File: src/rtl/prbs_pattern_gen.sv
// Test-pattern source: replays a loaded pattern n times, then streams Fibonacci LFSR data.
// Optional macro PRBS_ERR_INJ_EN adds a one-shot bit-0 error injection on random beats.
module prbs_pattern_gen #(
    parameter int                DATA_W    = 8,
    parameter int                PAT_BEATS = 4,
    parameter int                LFSR_W    = 15,
    parameter logic [LFSR_W-1:0] TAPS      = 15'h6000,
    parameter int                CNT_W     = 8
) (
    input  logic                          clk,
    input  logic                          rst,
    input  logic                          data_valid,
    input  logic [DATA_W*PAT_BEATS-1:0]   in,
    input  logic [CNT_W-1:0]              n,
    input  logic                          stop,
    input  logic                          out_ready,
`ifdef PRBS_ERR_INJ_EN
    input  logic                          err_inj,
`endif
    output logic [DATA_W-1:0]             prbs_out,
    output logic                          out_valid,
    output logic                          rand_flag,
    output logic                          seq_done,
    output logic                          busy
);

    localparam int IDX_W = (PAT_BEATS > 1) ? $clog2(PAT_BEATS) : 1;

    typedef enum logic [1:0] {IDLE, SEQ, RAND} state_t;

    state_t                        state, state_d;
    logic [DATA_W*PAT_BEATS-1:0]   pat_r, pat_d;
    logic [CNT_W-1:0]              n_r, n_d;
    logic [CNT_W-1:0]              rep_cnt, rep_d;
    logic [IDX_W-1:0]              beat_idx, idx_d;
    logic [LFSR_W-1:0]             lfsr, lfsr_d;
    logic [DATA_W-1:0]             data_r, data_d;

    logic [LFSR_W-1:0]             seed;
    logic [LFSR_W-1:0]             lfsr_step;
    logic                          accept;
    logic                          last_beat;
    logic                          last_rep;

`ifdef PRBS_ERR_INJ_EN
    logic                          err_armed, err_armed_d;
    logic                          inj;
`endif

    // Beat i of the pattern, most-significant beat first.
    function automatic logic [DATA_W-1:0] beat_of(input logic [DATA_W*PAT_BEATS-1:0] p,
                                                  input logic [IDX_W-1:0] i);
        logic [DATA_W-1:0] r;
        r = '0;
        for (int unsigned b = 0; b < PAT_BEATS; b++) begin
            if (IDX_W'(b) == i) r = p[DATA_W*(PAT_BEATS-1-b) +: DATA_W];
        end
        return r;
    endfunction

    assign accept    = out_valid & out_ready;
    assign last_beat = (beat_idx == IDX_W'(PAT_BEATS-1));
    assign last_rep  = (rep_cnt == n_r - CNT_W'(1));
    assign seed      = (in[LFSR_W-1:0] == '0) ? '1 : in[LFSR_W-1:0];
    assign lfsr_step = {lfsr[LFSR_W-2:0], ^(lfsr & TAPS)};

    always_comb begin
        state_d = state;
        pat_d   = pat_r;
        n_d     = n_r;
        rep_d   = rep_cnt;
        idx_d   = beat_idx;
        lfsr_d  = lfsr;
        data_d  = data_r;
`ifdef PRBS_ERR_INJ_EN
        err_armed_d = 1'b0;
        inj         = 1'b0;
`endif
        // A load is honoured from IDLE and from RAND; SEQ runs to completion.
        if (data_valid && (state == IDLE || state == RAND)) begin
            pat_d  = in;
            n_d    = n;
            rep_d  = '0;
            idx_d  = '0;
            lfsr_d = seed;
            if (n != '0) begin
                state_d = SEQ;
                data_d  = in[DATA_W*PAT_BEATS-1 -: DATA_W];
            end else begin
                state_d = RAND;
                data_d  = seed[DATA_W-1:0];
            end
        end else begin
            case (state)
                SEQ: begin
                    if (accept) begin
                        if (last_beat) begin
                            idx_d = '0;
                            if (last_rep) begin
                                state_d = RAND;
                                data_d  = lfsr[DATA_W-1:0];
                            end else begin
                                rep_d  = rep_cnt + CNT_W'(1);
                                data_d = beat_of(pat_r, '0);
                            end
                        end else begin
                            idx_d  = beat_idx + IDX_W'(1);
                            data_d = beat_of(pat_r, beat_idx + IDX_W'(1));
                        end
                    end
                end
                RAND: begin
                    if (stop) begin
                        state_d = IDLE;
                    end else begin
`ifdef PRBS_ERR_INJ_EN
                        err_armed_d = err_armed | err_inj;
                        if (accept) begin
                            inj         = err_armed | err_inj;
                            err_armed_d = 1'b0;
                        end
`endif
                        if (accept) begin
                            lfsr_d = lfsr_step;
`ifdef PRBS_ERR_INJ_EN
                            data_d = lfsr_step[DATA_W-1:0] ^ {{(DATA_W-1){1'b0}}, inj};
`else
                            data_d = lfsr_step[DATA_W-1:0];
`endif
                        end
                    end
                end
                default: ;
            endcase
        end
    end

    always_ff @(posedge clk or posedge rst) begin
        if (rst) begin
            state    <= IDLE;
            pat_r    <= '0;
            n_r      <= '0;
            rep_cnt  <= '0;
            beat_idx <= '0;
            lfsr     <= '1;
            data_r   <= '0;
        end else begin
            state    <= state_d;
            pat_r    <= pat_d;
            n_r      <= n_d;
            rep_cnt  <= rep_d;
            beat_idx <= idx_d;
            lfsr     <= lfsr_d;
            data_r   <= data_d;
        end
    end

`ifdef PRBS_ERR_INJ_EN
    always_ff @(posedge clk or posedge rst) begin
        if (rst) err_armed <= 1'b0;
        else     err_armed <= err_armed_d;
    end
`endif

    assign prbs_out  = data_r;
    assign out_valid = (state != IDLE);
    assign busy      = (state != IDLE);
    assign rand_flag = (state == RAND);
    assign seq_done  = (state == SEQ) & accept & last_beat & last_rep;

endmodule

File: config.mk
export PLATFORM = sky130hd
export DESIGN_NAME = prbs_pattern_gen
export DESIGN_NICKNAME = d
export VERILOG_FILES = /design/src/rtl/prbs_pattern_gen.sv
export SDC_FILE = /design/constraint.sdc
export NUM_CORES = 1
export LEC_CHECK = 0
export BUFFER_PORTS_ARGS = -buffer_cell sky130_fd_sc_hd__buf_2
export CORE_UTILIZATION = 40
export CTS_BUF_LIST = sky130_fd_sc_hd__clkbuf_4 sky130_fd_sc_hd__clkbuf_8
export DETAILED_ROUTE_END_ITERATION = 6
export PLACE_DENSITY = 0.65
export SETUP_SLACK_MARGIN = 0.4
export SYNTH_ARGS = -nofsm -noshare
export SYNTH_HDL_FRONTEND = slang
export SYNTH_SLANG_ARGS = --single-unit
export TNS_END_PERCENT = 100
File: constraint.sdc
create_clock -name clk -period 3 [get_ports clk]
set_input_delay 0.6 -clock clk [delete_from_list [all_inputs] [get_ports clk]]
set_output_delay 0.6 -clock clk [all_outputs]
set_load 0.02 [all_outputs]
==> run_summary.xml <==
<?xml version="1.0" encoding="UTF-8"?>
<metrics>
  <group name="placed_design">
    <metric name="dpl.cell_count" unit="">689</metric>
    <metric name="place.port_buffers" unit="">56</metric>
    <metric name="place.detailed.hpwl" unit="µm">9020</metric>
    <metric name="gp_congestion" unit="">0.906</metric>
  </group>
  <group name="global_routing">
    <metric name="pin_count_of_the_biggest_net_entering_global_routing" unit="">39</metric>
    <metric name="grt_first_pass_wirelength" unit="µm">20400</metric>
    <metric name="grt_antenna_before_repair" unit="">0</metric>
    <metric name="globalRoute.totalOverflow" unit="">0</metric>
    <metric name="grt_pass1_vias" unit="">3886</metric>
    <metric name="grtUsageTotal" unit="">0.233</metric>
  </group>
  <group name="critical_path">
    <metric name="path_class" unit="">flop to output pin</metric>
    <metric name="critical_path_required" unit="ns">2.40</metric>
    <metric name="r2r-start" unit="">n_r[1]</metric>
    <metric name="crit_path_end_kind" unit="">output pin</metric>
    <metric name="crit_path_start_kind" unit="">flop</metric>
    <metric name="worst-endpoint-arrival" unit="ns">1.99</metric>
    <metric name="critical_path_peak_fanout" unit="">5</metric>
    <metric name="crit_path_start" unit="">n_r[2]</metric>
  </group>
  <group name="die">
    <metric name="floorplan.initialDensity" unit="">0.419</metric>
    <metric name="die_y" unit="µm">107</metric>
    <metric name="core_region_area" unit="µm²">10500</metric>
    <metric name="boundaryPins" unit="">57</metric>
    <metric name="floorplan.die.width" unit="µm">107</metric>
    <metric name="die_area" unit="µm²">11400</metric>
    <metric name="rows" unit="">37</metric>
  </group>
  <group name="clocking">
    <metric name="clk_latency" unit="ns">0.36</metric>
    <metric name="numCtsBuffers" unit="">9</metric>
    <metric name="clkSlewWorstSetupHoldPaths" unit="ns">0.08</metric>
    <metric name="cts.hold.buffers_added" unit="">0</metric>
    <metric name="cts-root-buf" unit="">clkbuf_8</metric>
    <metric name="cts_tree" unit="">done</metric>
    <metric name="cts.sinks" unit="">75</metric>
    <metric name="clock_path_buffers" unit="">2</metric>
    <metric name="clock_tree.htree_level_count" unit="">3</metric>
  </group>
  <group name="yosys">
    <metric name="dominantRegCellSynth" unit="">dfrtp_1</metric>
    <metric name="syn_area" unit="µm²">4380</metric>
    <metric name="postSynth.asyncResetShare" unit="">1.00</metric>
    <metric name="yosys_register_bits" unit="">75</metric>
    <metric name="post_synthesis_cell_count" unit="">521</metric>
    <metric name="yosysWarnings" unit="">0</metric>
    <metric name="yosys.cell_types.count" unit="">53</metric>
    <metric name="synth_enable_flop_cells" unit="">0</metric>
    <metric name="syn_nets" unit="">573</metric>
    <metric name="synth_area_per_cell" unit="µm²">8.41</metric>
    <metric name="synth_seq_area_share" unit="">0.432</metric>
  </group>
  <group name="sta">
    <metric name="grt_setup_unrepaired" unit="">true</metric>
    <metric name="hold-worst-slack" unit="ns">0.350</metric>
    <metric name="timing.final.hold_violations" unit="">0</metric>
    <metric name="timing.final.crit_share" unit="">0.863</metric>
    <metric name="worst_slew_pin_slew" unit="ns">0.764</metric>
    <metric name="finalClockSkew" unit="ns">0.0107</metric>
    <metric name="fmaxAchievable" unit="GHz">0.386</metric>
    <metric name="finalMaxSlewViolations" unit="">0</metric>
    <metric name="period_needed" unit="ns">2.59</metric>
    <metric name="setup_violations" unit="">0</metric>
    <metric name="timing.max_slew.rel_slack" unit="">0.489</metric>
    <metric name="total_neg_setup_slack" unit="ns">0</metric>
  </group>
  <group name="run_status">
    <metric name="outcome" unit="">complete, no violations</metric>
  </group>
  <group name="cells_and_area">
    <metric name="final_cell_mix" unit="">128 x nand2_1, 58 x dfrtp_1, 55 x buf_2</metric>
    <metric name="final_common_cell" unit="">nand2_1</metric>
    <metric name="area_growth" unit="%">16.9</metric>
    <metric name="finish.utilization" unit="">0.490</metric>
    <metric name="finish.cell_count_without_fillers" unit="">714</metric>
    <metric name="fraction_of_layout_cells_with_a_size_suffix_above_1" unit="">0.230</metric>
    <metric name="num_antenna_cells" unit="">0</metric>
    <metric name="finalNetCount" unit="">625</metric>
  </group>
  <group name="power">
    <metric name="peakVddDrop" unit="mV">0.355</metric>
    <metric name="power_density" unit="nW/µm²">882</metric>
    <metric name="fin_total_pwr" unit="mW">4.52</metric>
    <metric name="p_leak" unit="nW">2.26</metric>
  </group>
  <group name="drt">
    <metric name="total_via_count_in_the_routed_design" unit="">4068</metric>
    <metric name="post_drt_via_cell_ratio" unit="">5.70</metric>
    <metric name="drt-total-wl" unit="µm">12700</metric>
    <metric name="post-route-drc-count" unit="">0</metric>
    <metric name="drt_pass1_iterations" unit="">5</metric>
    <metric name="post_drt_wl_per_cell" unit="µm">17.8</metric>
    <metric name="drt_first_iter_violations" unit="">303</metric>
    <metric name="drt.antenna.violating_nets" unit="">0</metric>
  </group>
  <group name="min_path">
    <metric name="hp-class" unit="">primary input to async pin</metric>
  </group>
  <group name="job">
    <metric name="cap_viol_max_count" unit="">0</metric>
  </group>
</metrics>
==> per-stage QoR <==
step / setup WS, ns / instance area (µm²)
global placement: 0.504 / 4800
CTS: 0.400 / 5070
global route: 0.287 / 5120
floorplan: 0.490 / 4380
detailed placement: 0.449 / 4800
finish: 0.412 / 5120
==> cell families after synthesis <==
logic type	after synthesis	synth area share
simple gates	212	0.223
compound gates	144	0.213
flops	75	0.432
buf+inv	55	0.0511
mux	18	0.0411
xor+xnor	10	0.0200
fa+ha+maj	7	0.0200
==> synth_stat cells, types with 6 or more instances <==
| library cell | n | area share |
|---|---|---|
| nand2_1 | 129 | 0.11 |
| dfrtp_1 | 60 | 0.34 |
| o21ai_0 | 40 | 0.046 |
| a21oi_1 | 34 | 0.039 |
| clkbuf_1 | 26 | 0.022 |
| o211ai_1 | 23 | 0.039 |
| inv_1 | 18 | 0.015 |
| mux2i_1 | 18 | 0.041 |
| nor3_1 | 17 | 0.019 |
| dfstp_2 | 15 | 0.090 |
| nor2_1 | 12 | 0.010 |
| nor2b_1 | 8 | 0.011 |
| ha_1 | 7 | 0.020 |
| xnor2_1 | 7 | 0.014 |
| a221o_1 | 6 | 0.014 |
| a22oi_1 | 6 | 0.010 |
| nor4_1 | 6 | 0.0086 |
| or3_1 | 6 | 0.0086 |
==> area by class of cell <==
| type | instances | area [µm²] |
|---|---|---|
| clock buffers | 10 | 131 |
| fillers | 1063 | 5340 |
| flip-flops and latches | 75 | 1900 |
| repair buffers | 78 | 464 |
| well taps | 136 | 170 |
| multi-input cells | 391 | 2330 |
| inverters | 18 | 67.6 |
| clock inverters | 6 | 67.6 |
==> power by group <==
group / total, mW / switching, mW / leakage, nW / internal (mW)
clock: 0.798 / 0.403 / 0.0959 / 0.395
combinational: 1.83 / 1.04 / 1.26 / 0.783
sequential: 1.89 / 0.416 / 0.898 / 1.48
total: 4.52 / 1.86 / 2.26 / 2.66
==> sequential cells by signal, summed over array words and instances (netlist names) <==
register	count
pat_r	32
lfsr	15
n_r	8
prbs_out	8
rep_cnt	8
beat_idx	2
state	2
==> per-layer routing <==
| metal | vias up | GRT usage | routed length (µm) |
|---|---|---|---|
| met3 | 26 | 0.0340 | 743 |
| met5 | - | 0 | 0 |
| met1 | 1938 | 0.319 | 5650 |
| li1 | 1937 | - | - |
| met4 | 0 | 0.0881 | 280 |
| met2 | 167 | 0.374 | 6030 |
==> final timing paths <==
kind / to / slack (ns) / depth (start not counted)
min in group clk: pat_r[20] / 0.42 / 3
max in group asynchronous: lfsr[6] / 1.88 / 3
worst max-delay path: seq_done / 0.41 / 6
worst min-delay path: rep_cnt[2] / 0.35 / 2
worst min register to register: pat_r[4] / 0.49 / 2
worst max register to register: prbs_out[0] / 0.57 / 9
==> worst max-delay path, cell delays in order (launching register included) <==
cell and delay, ns:
dfrtp_2 0.46, buf_4 0.15, nor4_2 0.29, xnor2_1 0.18, o2111a_1 0.24, and3_4 0.20, buf_6 0.11
==> what timing repair did <==
item                                    in CTS  in global routing
pin swaps                                    4                  6
endpoints found under the setup margin       1                  3
setup buffers                                5                  4
gates resized for setup                      8                  6
Note: power is estimated with default switching activity, not from simulation.
